`src/rtl/rvvi_pkg.sv`:
```
// Shared frame layout constants and state encoding for the RVVI trace-link receiver.
package rvvi_pkg;

  // Frame geometry for the default record widths.
  localparam int unsigned NEAR        = 96 + 16 + 64 + 632;
  localparam int unsigned FRAME_WORDS = (NEAR + 32 - NEAR % 32) / 32;

  // Header word positions within a frame.
  localparam int unsigned W_SRC0 = 0;
  localparam int unsigned W_SRC1 = 1;
  localparam int unsigned W_DST  = 2;
  localparam int unsigned W_TYPE = 3;
  localparam int unsigned W_FC0  = 4;

  typedef enum logic [1:0] {S_HDR, S_PAYLOAD, S_HOLD, S_DROP} stateT;

  // Word count of a frame; always rounds up by 1..32 bits, as the transmitter does.
  function automatic int unsigned frameWords(input int unsigned near);
    return (near + 32 - near % 32) / 32;
  endfunction

endpackage

```
`src/rtl/rvvi_word_assembler.sv`:
```
// Frame assembly register: stores 32-bit words at their word-index position.
module rvvi_word_assembler #(
  parameter int unsigned NUM_WORDS = 26
) (
  input  logic                    clk,
  input  logic                    reset,
  input  logic                    clear,
  input  logic                    wrEn,
  input  logic [9:0]              wordIndex,
  input  logic [31:0]             wordIn,
  output logic [NUM_WORDS*32-1:0] frame
);

  // Indexed word write; clear empties the register once a record is consumed.
  always_ff @(posedge clk) begin
    if (reset || clear) begin
      frame <= '0;
    end else if (wrEn) begin
      for (int i = 0; i < NUM_WORDS; i++) begin
        if (wordIndex == 10'(i)) frame[i*32 +: 32] <= wordIn;
      end
    end
  end

endmodule

```
`src/rtl/rvvi_depacketizer.sv`:
```
// RVVI-over-Ethernet receiver: filters frames and reassembles {rvvi, FrameCount}.
module rvvi_depacketizer
  import rvvi_pkg::*;
#(
  parameter int unsigned RVVI_WIDTH        = 632,
  parameter int unsigned FRAME_COUNT_WIDTH = 64,
  parameter int unsigned ETH_HEAD_WIDTH    = 96,
  parameter int unsigned RVVI_PREFIX_PAD   = 16
) (
  input  logic                         clk,
  input  logic                         reset,
  input  logic [31:0]                  InAxisTdata,
  input  logic [3:0]                   InAxisTkeep,
  input  logic                         InAxisTvalid,
  input  logic                         InAxisTlast,
  output logic                         InAxisTready,
  input  logic [47:0]                  LocalMac,
  input  logic [15:0]                  EthType,
  input  logic [15:0]                  AckType,
  output logic [RVVI_WIDTH-1:0]        rvvi,
  output logic [FRAME_COUNT_WIDTH-1:0] FrameCount,
  output logic                         RvviValid,
  input  logic                         RvviReady,
  output logic                         AckValid,
  output logic                         SeqErr,
  output logic [15:0]                  DropCount
);

  localparam int unsigned NUM_WORDS  =
      frameWords(ETH_HEAD_WIDTH + RVVI_PREFIX_PAD + FRAME_COUNT_WIDTH + RVVI_WIDTH);
  localparam int unsigned FRAME_BITS = NUM_WORDS * 32;
  localparam int unsigned FC_LSB     = W_FC0 * 32;
  localparam int unsigned RVVI_LSB   = FC_LSB + FRAME_COUNT_WIDTH;
  localparam int unsigned PAD_LSB    = RVVI_LSB + RVVI_WIDTH;
  localparam logic [9:0]  LAST_IDX   = 10'(NUM_WORDS - 1);

  stateT                        state, nextState;
  logic [9:0]                   wordIdx;
  logic [47:0]                  dstMac;
  logic                         malformed, ackPending, expValid;
  logic [FRAME_COUNT_WIDTH-1:0] expected;
  logic [FRAME_BITS-1:0]        frame;
  logic                         xfer, badFrame, hdrMatch, isAck;
  logic                         dropInc, ackFire, ackDefer, holdEntry, wrEn, clearFrame;
  logic                         unusedBits;

  assign InAxisTready = !reset && (state != S_HOLD);
  assign RvviValid    = !reset && (state == S_HOLD);
  assign xfer         = InAxisTvalid && InAxisTready;
  // A zero keep anywhere in the frame poisons the whole frame.
  assign badFrame     = malformed || (InAxisTkeep == 4'b0000);
  assign hdrMatch     = (dstMac == LocalMac) && (InAxisTdata[15:0] == EthType) && !badFrame;
  assign isAck        = (InAxisTdata[31:16] == AckType);

  assign FrameCount = frame[FC_LSB +: FRAME_COUNT_WIDTH];
  assign rvvi       = frame[RVVI_LSB +: RVVI_WIDTH];
  // Header words are never stored and pad bits are ignored.
  assign unusedBits = ^{frame[FC_LSB-1:0], frame[FRAME_BITS-1:PAD_LSB]};

  rvvi_word_assembler #(
    .NUM_WORDS (NUM_WORDS)
  ) u_assembler (
    .clk       (clk),
    .reset     (reset),
    .clear     (clearFrame),
    .wrEn      (wrEn),
    .wordIndex (wordIdx),
    .wordIn    (InAxisTdata),
    .frame     (frame)
  );

  // Next-state decode and per-frame event strobes.
  always_comb begin
    nextState  = state;
    dropInc    = 1'b0;
    ackFire    = 1'b0;
    ackDefer   = 1'b0;
    holdEntry  = 1'b0;
    wrEn       = 1'b0;
    clearFrame = 1'b0;
    unique case (state)
      S_HDR: begin
        if (xfer) begin
          if (wordIdx == 10'(W_TYPE)) begin
            if (!hdrMatch) begin
              if (InAxisTlast) dropInc = 1'b1;
              else             nextState = S_DROP;
            end else if (isAck) begin
              if (InAxisTlast) begin
                ackFire = 1'b1;
              end else begin
                ackDefer  = 1'b1;
                nextState = S_DROP;
              end
            end else if (InAxisTlast) begin
              dropInc = 1'b1;
            end else begin
              nextState = S_PAYLOAD;
            end
          end else if (InAxisTlast) begin
            dropInc = 1'b1;
          end
        end
      end
      S_PAYLOAD: begin
        if (xfer) begin
          wrEn = 1'b1;
          if (wordIdx == LAST_IDX) begin
            if (!InAxisTlast) begin
              nextState = S_DROP;
            end else if (badFrame) begin
              dropInc   = 1'b1;
              nextState = S_HDR;
            end else begin
              holdEntry = 1'b1;
              nextState = S_HOLD;
            end
          end else if (InAxisTlast) begin
            dropInc   = 1'b1;
            nextState = S_HDR;
          end
        end
      end
      S_HOLD: begin
        if (RvviValid && RvviReady) begin
          nextState  = S_HDR;
          clearFrame = 1'b1;
        end
      end
      S_DROP: begin
        if (xfer && InAxisTlast) begin
          nextState = S_HDR;
          if (ackPending && !badFrame) ackFire = 1'b1;
          else                         dropInc = 1'b1;
        end
      end
      default: nextState = S_HDR;
    endcase
  end

  // State register.
  always_ff @(posedge clk) begin
    if (reset) state <= S_HDR;
    else       state <= nextState;
  end

  // Word index and malformed flag, both restart at every tlast.
  always_ff @(posedge clk) begin
    if (reset) begin
      wordIdx   <= '0;
      malformed <= 1'b0;
    end else if (xfer) begin
      wordIdx   <= InAxisTlast ? 10'd0 : wordIdx + 10'd1;
      malformed <= InAxisTlast ? 1'b0 : (malformed || (InAxisTkeep == 4'b0000));
    end
  end

  // Destination MAC is split across w1/w2 and compared when w3 arrives.
  always_ff @(posedge clk) begin
    if (reset) begin
      dstMac <= '0;
    end else if (xfer && (state == S_HDR)) begin
      if (wordIdx == 10'(W_SRC1)) dstMac[15:0]  <= InAxisTdata[31:16];
      if (wordIdx == 10'(W_DST))  dstMac[47:16] <= InAxisTdata;
    end
  end

  // Acknowledge pulse; an ack frame longer than its header is acked at its tlast.
  always_ff @(posedge clk) begin
    if (reset) begin
      AckValid   <= 1'b0;
      ackPending <= 1'b0;
    end else begin
      AckValid <= ackFire;
      if (ackDefer)                                       ackPending <= 1'b1;
      else if ((state == S_DROP) && xfer && InAxisTlast)  ackPending <= 1'b0;
    end
  end

  // Frame-count sequence check on each delivered record.
  always_ff @(posedge clk) begin
    if (reset) begin
      SeqErr   <= 1'b0;
      expValid <= 1'b0;
      expected <= '0;
    end else begin
      SeqErr <= holdEntry && expValid && (FrameCount != expected);
      if (holdEntry) begin
        expected <= FrameCount + {{(FRAME_COUNT_WIDTH-1){1'b0}}, 1'b1};
        expValid <= 1'b1;
      end
    end
  end

  // Saturating discarded-frame counter.
  always_ff @(posedge clk) begin
    if (reset)                                DropCount <= '0;
    else if (dropInc && DropCount != 16'hFFFF) DropCount <= DropCount + 16'd1;
  end

endmodule

```
`config.mk`:
```
export PLATFORM = sky130hd
export DESIGN_NAME = rvvi_depacketizer
export DESIGN_NICKNAME = d
export VERILOG_FILES = /design/src/rtl/rvvi_pkg.sv /design/src/rtl/rvvi_word_assembler.sv /design/src/rtl/rvvi_depacketizer.sv
export SDC_FILE = /design/constraint.sdc
export NUM_CORES = 2
export LEC_CHECK = 0
export CORE_AREA = 2 2 327 329
export CTS_BUF_LIST = sky130_fd_sc_hd__clkbuf_2
export DETAILED_ROUTE_END_ITERATION = 8
export DIE_AREA = 0 0 329 331
export GPL_TIMING_DRIVEN = 0
export PLACE_DENSITY = 0.52
export SYNTH_ARGS = -nofsm -noshare
export SYNTH_HDL_FRONTEND = slang
export SYNTH_SLANG_ARGS = --single-unit
```
`constraint.sdc`:
```
create_clock -name clk -period 4.1 [get_ports clk]
set_input_delay 0.615 -clock clk [delete_from_list [all_inputs] [get_ports clk]]
set_output_delay 0.615 -clock clk [all_outputs]
set_load 0.01 [all_outputs]
```
# Yosys cells after proc, flatten, opt, wreduce, memory -nomap -nowiden
# Index checks and enable logic that the tools add are counted.
# classes
n_eq_ne	41
reduce_logical	46
n_addsub	3
mux	52
# op_table
operator	n
$eq A10 B5 Y1 const B	10
$eq A10 B4 Y1 const B	8
$add A64 B1 Y64 const B	1
$ne A64 B64 Y1	1
$eq A48 B48 Y1	1
$reduce_and A2 Y1	24
$eq A10 B3 Y1 const B	4
$mux W1	35
$eq A16 B16 Y1	2
$mux W2	13
$eq A10 B2 Y1 const B	2
$add A16 B1 Y16 const B	1
$ne A16 B16 Y1 const B	1
$logic_and A1 B1 Y1	14
$add A10 B1 Y10 const B	1
$eq A10 B1 Y1 const B	1
$mux W10	1
$ne A2 B2 Y1 const B	5
$pmux W2 S4	1
$reduce_and A7 Y1	1
$eq A2 B2 Y1 const B	2
$logic_not A4 Y1	1
$ne A4 B4 Y1 const B	1
$ne A3 B3 Y1 const B	1
other kinds (8)	10
# totals
reg_bits	841
output_inout_bits	716
input_bits	121

# Depth between registers and ports, before layout
# depth
word_depth	9
mapped_depth	11
depth_no_buf	9

# Hierarchy
# A second synthesis with hierarchy kept.
# hier_totals
hier_cells	3807
area_unflattened_um2	38014.0
# modules_own_cells
module	cells_each	area_per_inst_um2	instances
rvvi_word_assembler	2815	29727.3	1
rvvi_depacketizer	992	8286.7	1

# Worst setup path after synthesis
# Ideal clock, no wire load.
# synth_timing
path_kind	register -> register
startpoint	register u_assembler.frame[128]
endpoint	register expected[52]
n_path_buf	1
setup_slack_ns	1.288
required_time_ns	4.009
stages_incl_launch_ff	9
arrival_time_ns	2.721
setup_time_ns	0.091
path_cell_list	dfxtp_1 > ha_1 > nand2_1 > or4_4 > or3_4 > or3_4 > buf_6 > or3_1 > a311oi_1
# synth_between
elab_chain_cells	1
# synth_rtl
item	line	rtl
start, declared	rvvi_word_assembler.sv:11	output logic [NUM_WORDS*32-1:0] frame
start signal, assigned by index	rvvi_word_assembler.sv:20	if (wordIndex == 10'(i)) frame[i*32 +: 32] <= wordIn;
$add A64 B1 Y64	rvvi_depacketizer.sv:189	expected <= FrameCount + {{(FRAME_COUNT_WIDTH-1){1'b0}}, 1'b1};
end signal, assigned	rvvi_depacketizer.sv:189	
end, declared	rvvi_depacketizer.sv:41	logic [FRAME_COUNT_WIDTH-1:0] expected;
# No other way between the ends.
# A chain may end at the register's enable or synchronous reset.

# Worst setup path after layout
# layout_timing
startpoint	register dstMac[5]
endpoint	register state[1]
# layout_between
elab_chain_cells	7
word_cells_on_any_way	9
# layout_rtl
item	line	rtl
start, declared	rvvi_depacketizer.sv:39	logic [47:0] dstMac;
start signal, assigned	rvvi_depacketizer.sv:163	if (wordIdx == 10'(W_SRC1)) dstMac[15:0] <= InAxisTdata[31:16];
$eq A48 B48 Y1 *	rvvi_depacketizer.sv:52	assign hdrMatch = (dstMac == LocalMac) && (InAxisTdata[15:0] == EthType) && !badFrame;
$logic_and A1 B1 Y1 * (2 in a row)	rvvi_depacketizer.sv:52	
$mux W2	rvvi_depacketizer.sv:85	if (!hdrMatch) begin
$mux W2	rvvi_depacketizer.sv:84	if (wordIdx == 10'(W_TYPE)) begin
$mux W2	rvvi_depacketizer.sv:83	if (xfer) begin
$pmux W2 S4	rvvi_depacketizer.sv:81	unique case (state)
end signal, assigned	rvvi_depacketizer.sv:144	else state <= nextState;
end, declared	rvvi_depacketizer.sv:37	stateT state, nextState;
# Mark *: on every way between the ends. The rest lies on a longest branch, timed or not. The select of a mux whose other input is x is not followed.

==> results_tabular.tex <==
\begin{tabular}{lr}
\hline
Metric & Value \\
\hline
\multicolumn{2}{l}{\textbf{Flow run}} \\
\quad Max-Cap Viols & 1 \\
\multicolumn{2}{l}{\textbf{Floorplan}} \\
\quad Rows & 119 \\
\quad Die boundary height & 331 µm \\
\quad Starting density of the core & 31.08\% \\
\quad Die outline area & 108,900 µm² \\
\quad Area of the core & 105,000 µm² \\
\quad Num ports & 837 \\
\quad Die outline width & 329 µm \\
\multicolumn{2}{l}{\textbf{Logic synthesis}} \\
\quad XOR/XNOR Fraction of Synth Area & 5.719\% \\
\quad Synth Area per Inst & 7.721 µm² \\
\quad Post-Synthesis Cell Area & 32,620 µm² \\
\quad Combinational family with the most area after synthesis & simple AND/OR/NAND/NOR gates \\
\quad Area leader, netlist & sky130\_fd\_sc\_hd\_\_dfxtp\_1 \\
\quad Share of the synthesized area in compound gates (AO/OA/AOI/OAI) & 13.67\% \\
\quad Dominant cells by area after synthesis & sky130\_fd\_sc\_hd\_\_dfxtp\_1 (52\%), sky130\_fd\_sc\_hd\_\_nand2\_1 (18\%), sky130\_fd\_sc\_hd\_\_a21oi\_1 (12\%) \\
\quad Synth Area in Simple Gates & 23.79\% \\
\quad Register area share after synthesis & 51.61\% \\
\quad Yosys cell types & 57 \\
\quad Share of synthesized cell area in full adder, half adder and majority cells & 0.3835\% \\
\quad Post-synth top area share & 51.61\% \\
\quad Yosys reg bits & 841 \\
\quad Fraction of registers with async set or reset after synthesis & 0\% \\
\quad Mapped Cells & 4,225 \\
\quad Library cell with the highest instance count after synthesis & sky130\_fd\_sc\_hd\_\_nand2\_1 \\
\quad Most used standard cells in the synthesized netlist & sky130\_fd\_sc\_hd\_\_nand2\_1 (1,532), sky130\_fd\_sc\_hd\_\_dfxtp\_1 (841), sky130\_fd\_sc\_hd\_\_a21oi\_1 (767) \\
\quad Most common flop cell mapped by yosys & sky130\_fd\_sc\_hd\_\_dfxtp\_1 \\
\quad Number of warnings issued by yosys & 0 \\
\quad Multiplexer share of the synthesized area & 0.1304\% \\
\quad Synthesized net count & 4,356 \\
\quad Number of synthesized flops with an enable pin & 0 \\
\multicolumn{2}{l}{\textbf{Layout}} \\
\quad Final layout net count & 5,459 \\
\quad Post-layout instance count excluding filler cells & 6,920 \\
\quad Layout overhead on the synthesized area & 38.96\% \\
\quad Fraction of final layout cells sized beyond drive strength 1 & 7.709\% \\
\multicolumn{2}{l}{\textbf{Placement}} \\
\quad Final HPWL from detailed placement & 129.7 mm \\
\quad Count of buffers inserted at the top-level ports & 804 \\
\quad Placement-stage worst setup slack & -1.000 ns \\
\quad Placer's final routability congestion estimate & 0.9611 \\
\quad Placed instance count & 6,423 \\
\multicolumn{2}{l}{\textbf{Setup path}} \\
\quad Startpoint-to-endpoint class of the critical path & reg2reg \\
\quad Cell repeated most along the worst path & sky130\_fd\_sc\_hd\_\_dlygate4sd3\_1 \\
\quad Slowest cell on the critical path & sky130\_fd\_sc\_hd\_\_nor4\_1 \\
\quad Largest stage delay on the critical path & 1.10 ns \\
\quad R2r setup slk & 0.18 ns \\
\quad Count of buffering cells on the critical path with inverters included & 2 \\
\quad Cell chain of the critical path & xnor2\_1 -> nand4\_1 -> nor4\_1 -> nand2\_1 -> dlygate4sd3\_1 -> nor3\_1 -> dlygate4sd3\_1 -> o32ai\_1 \\
\quad Setup crit start kind & register \\
\quad CP Data Arrival Time & 5.28 ns \\
\quad Worst setup path startpoint & dstMac[5]\$\_SDFFE\_PP0P\_ \\
\quad Cells on worst reg2reg path & 8 \\
\quad Critical path data required time & 5.46 ns \\
\quad Endpoint of the worst-slack reg-to-reg timing path & state[1]\$\_SDFFE\_PP0P\_ \\
\quad Peak fanout along the critical path & 2 \\
\quad Critical register-to-register path startpoint & dstMac[5]\$\_SDFFE\_PP0P\_ \\
\quad Kind of end point of the critical path & register \\
\quad Instance count on the critical path & 8 \\
\quad Family with the most delay on the worst path & simple AND/OR/NAND/NOR gates \\
\multicolumn{2}{l}{\textbf{STA}} \\
\quad Number of slew-limit violations in the final report & 11 \\
\quad Pin slew with the least headroom to its limit & 1.546 ns \\
\quad Ratio of final minimum period to clock period & 95.65\% \\
\quad Setup repair after global routing missed its margin & no \\
\quad Final critical delay including setup and external delays & 3.922 ns \\
\quad Worst relative slew slack & -3.038\% \\
\quad Final clock skew & 0.1127 ns \\
\quad Post-route setup slack & 0.1784 ns \\
\quad Total count of hold-check failures in the final report & 0 \\
\quad Max Freq & 255.0 MHz \\
\quad Count of final setup violators & 0 \\
\quad Final TNS setup & 0 ns \\
\multicolumn{2}{l}{\textbf{GRT}} \\
\quad Vias in the first global route & 32,431 \\
\quad Wire length of the first global-routing pass & 238.4 mm \\
\quad Global-route usage over all layers & 30.65\% \\
\quad Number of antenna violations at the first check in global routing & 20 \\
\quad Remaining global-route overflow & 0 \\
\quad Largest net degree at the start of global routing & 18 \\
\multicolumn{2}{l}{\textbf{Detailed routing}} \\
\quad Routed length on met1 & 66.27 mm \\
\quad Via density per instance & 4.992 \\
\quad Routed Antenna Nets & 0 \\
\quad Number of search-and-repair iterations in the first detailed-routing pass & 6 \\
\quad Wire per inst & 25.12 µm \\
\quad Total wirelength of the detailed-routed design & 173.8 mm \\
\quad Vias after detailed routing & 34,548 \\
\quad DRC violations left & 0 \\
\quad Top routing layer in use & met5 \\
\quad Met3 WL & 14.82 mm \\
\quad Violation count after the first detailed-route iteration & 2,835 \\
\quad Wire length on met2 & 85.71 mm \\
\multicolumn{2}{l}{\textbf{Run status}} \\
\quad Violations in the final reports & capacitance limit, slew limit \\
\quad Result of the run & finished, violations left \\
\multicolumn{2}{l}{\textbf{Power and ir drop}} \\
\quad PnR Total Power & 15,660 µW \\
\quad Sequential share of power & 52.3\% \\
\quad Pint & 10,940 µW \\
\quad Fraction of power spent switching nets & 30.15\% \\
\quad Maximum resistive drop on vdd & 0.2414 mV \\
\quad Pwr dens & 345.5 nW/µm² \\
\quad Logic pwr share & 7.5\% \\
\quad Leakage power & 0.01466 µW \\
\quad Clk network pwr share & 40.2\% \\
\quad Switching component of the power & 4723 µW \\
\multicolumn{2}{l}{\textbf{Worst hold path}} \\
\quad End point of the worst hold path & dstMac[36]\$\_SDFFE\_PP0P\_ \\
\quad Start point of the worst hold path & InAxisTdata[20] \\
\quad Path category of the worst min-delay check & in2reg \\
\quad Number of instances on the worst hold path & 4 \\
\multicolumn{2}{l}{\textbf{CTS}} \\
\quad Sink Count & 841 \\
\quad CTS root buf & sky130\_fd\_sc\_hd\_\_clkbuf\_2 \\
\quad CTS tree & built \\
\quad Max H-tree Level & 4 \\
\quad Source-to-sink clock delay at the later pin of the worst-skew pair & 1.60 ns \\
\quad Clock transition at the registers of the reported paths & 0.10 ns \\
\quad TritonCTS Buffers & 226 \\
\quad Maximum root-to-sink buffer count & 3 \\
\hline
\end{tabular}
-- per-stage QoR --
step / util (%) / instance area [µm²] / hold WS (ns)
4_1_cts: 43.13 / 45270 / 0.02552
3_3_place_gp: 40.40 / 42410 / 0.4311
5_1_grt: 43.16 / 45310 / 0.1557
2_1_floorplan: - / 32620 / 0.4181
3_5_place_dp: 40.47 / 42480 / 0.4387
6_report: 43.19 / 45330 / 0.2286
-- cell usage in the layout, fill, tap and decap left out, drive strengths merged, types with 7 or more instances in the layout --
master and instances:
or3 9, or4 7, clkdlybuf4s50 804, nor2 79, dlygate4sd3 68, xnor2 163, diode 16, nor4 21
and3 31, o21ai 64, nand2 1532, buf 25, a211oi 17, nand4 63, clkbuf 711, nand3 84
dfxtp 841, ha 10, clkinv 52, xor2 50, a21oi 767, nor3 19, and4 9, o31ai 7
or2 11, inv 20
-- worst max-delay path by stage --
stage	endpoint	slack [ns]
finish	state[1]$_SDFFE_PP0P_	0.18
detailed placement	u_assembler.frame[257]$_SDFFE_PP0P_	-1.00
floorplan	expected[52]$_SDFFE_PP0P_	1.29
CTS	RvviValid	0.02
global route	u_assembler.frame[271]$_SDFFE_PP0P_	0.01
global placement	u_assembler.frame[243]$_SDFFE_PP0P_	-0.99
-- logic make-up (layout without fill, tap and decap cells) --
| kind of cell | count (synthesis) | count (layout) |
|---|---|---|
| fa+ha+maj | 10 | 10 |
| buf+inv | 398 | 1686 |
| xor+xnor | 213 | 213 |
| compound gates | 869 | 869 |
| mux | 4 | 4 |
| other cells | 0 | 16 |
| simple gates | 1890 | 1890 |
| flops | 841 | 841 |
-- worst reg2reg max path, stage by stage (launching register included) --
cell                            delay (ns)
sky130_fd_sc_hd__dfxtp_1              0.33
sky130_fd_sc_hd__xnor2_1              0.21
sky130_fd_sc_hd__nand4_1              0.29
sky130_fd_sc_hd__nor4_1               1.10
sky130_fd_sc_hd__nand2_1              0.19
sky130_fd_sc_hd__dlygate4sd3_1        0.63
sky130_fd_sc_hd__nor3_1               0.31
sky130_fd_sc_hd__dlygate4sd3_1        0.60
sky130_fd_sc_hd__o32ai_1              0.06
-- flip-flops by register name, summed over array words and instances (netlist names), 2 cells and up --
signal	cells
state	2
wordIdx	10
dstMac	48
DropCount	16
u_assembler.frame	696
expected	64
-- power by group through the flow --
stage	logic, µW	clock network [µW]	registers, µW
2_1_floorplan	490	0	8380
3_3_place_gp	1110	0	8380
3_5_place_dp	1120	0	8380
4_1_cts	1180	6430	8190
5_1_grt	1230	6860	8200
6_report	1180	6290	8190
-- layer usage --
| metal | GRT usage (%) | up-vias |
|---|---|---|
| li1 | - | 16143 |
| met1 | 35.16 | 16582 |
| met2 | 53.17 | 1497 |
| met3 | 8.994 | 312 |
| met4 | 12.69 | 14 |
| met5 | 0 | - |
-- what timing repair did --
action,in CTS,in global routing
setup buffers,0,0
endpoints found under the hold margin,584,0
hold buffers,68,0
endpoints found under the setup margin,0,50
gates resized for setup,0,3
-- layout make-up --
cell class                      instances  area (µm²)
Timing Repair Buffer                  875        8786
Fill cell                           11009       59640
Sequential cell                       841       16840
Buffer                                384        1484
Clock inverter                         64       370.4
Inverter                               14       52.55
Tap cell                             1391        1740
Antenna cell                           16       40.04
Multi-Input combinational cell       2986       14280
Clock buffer                          349        1747
No activity file was read; power rests on OpenSTA's default activity.
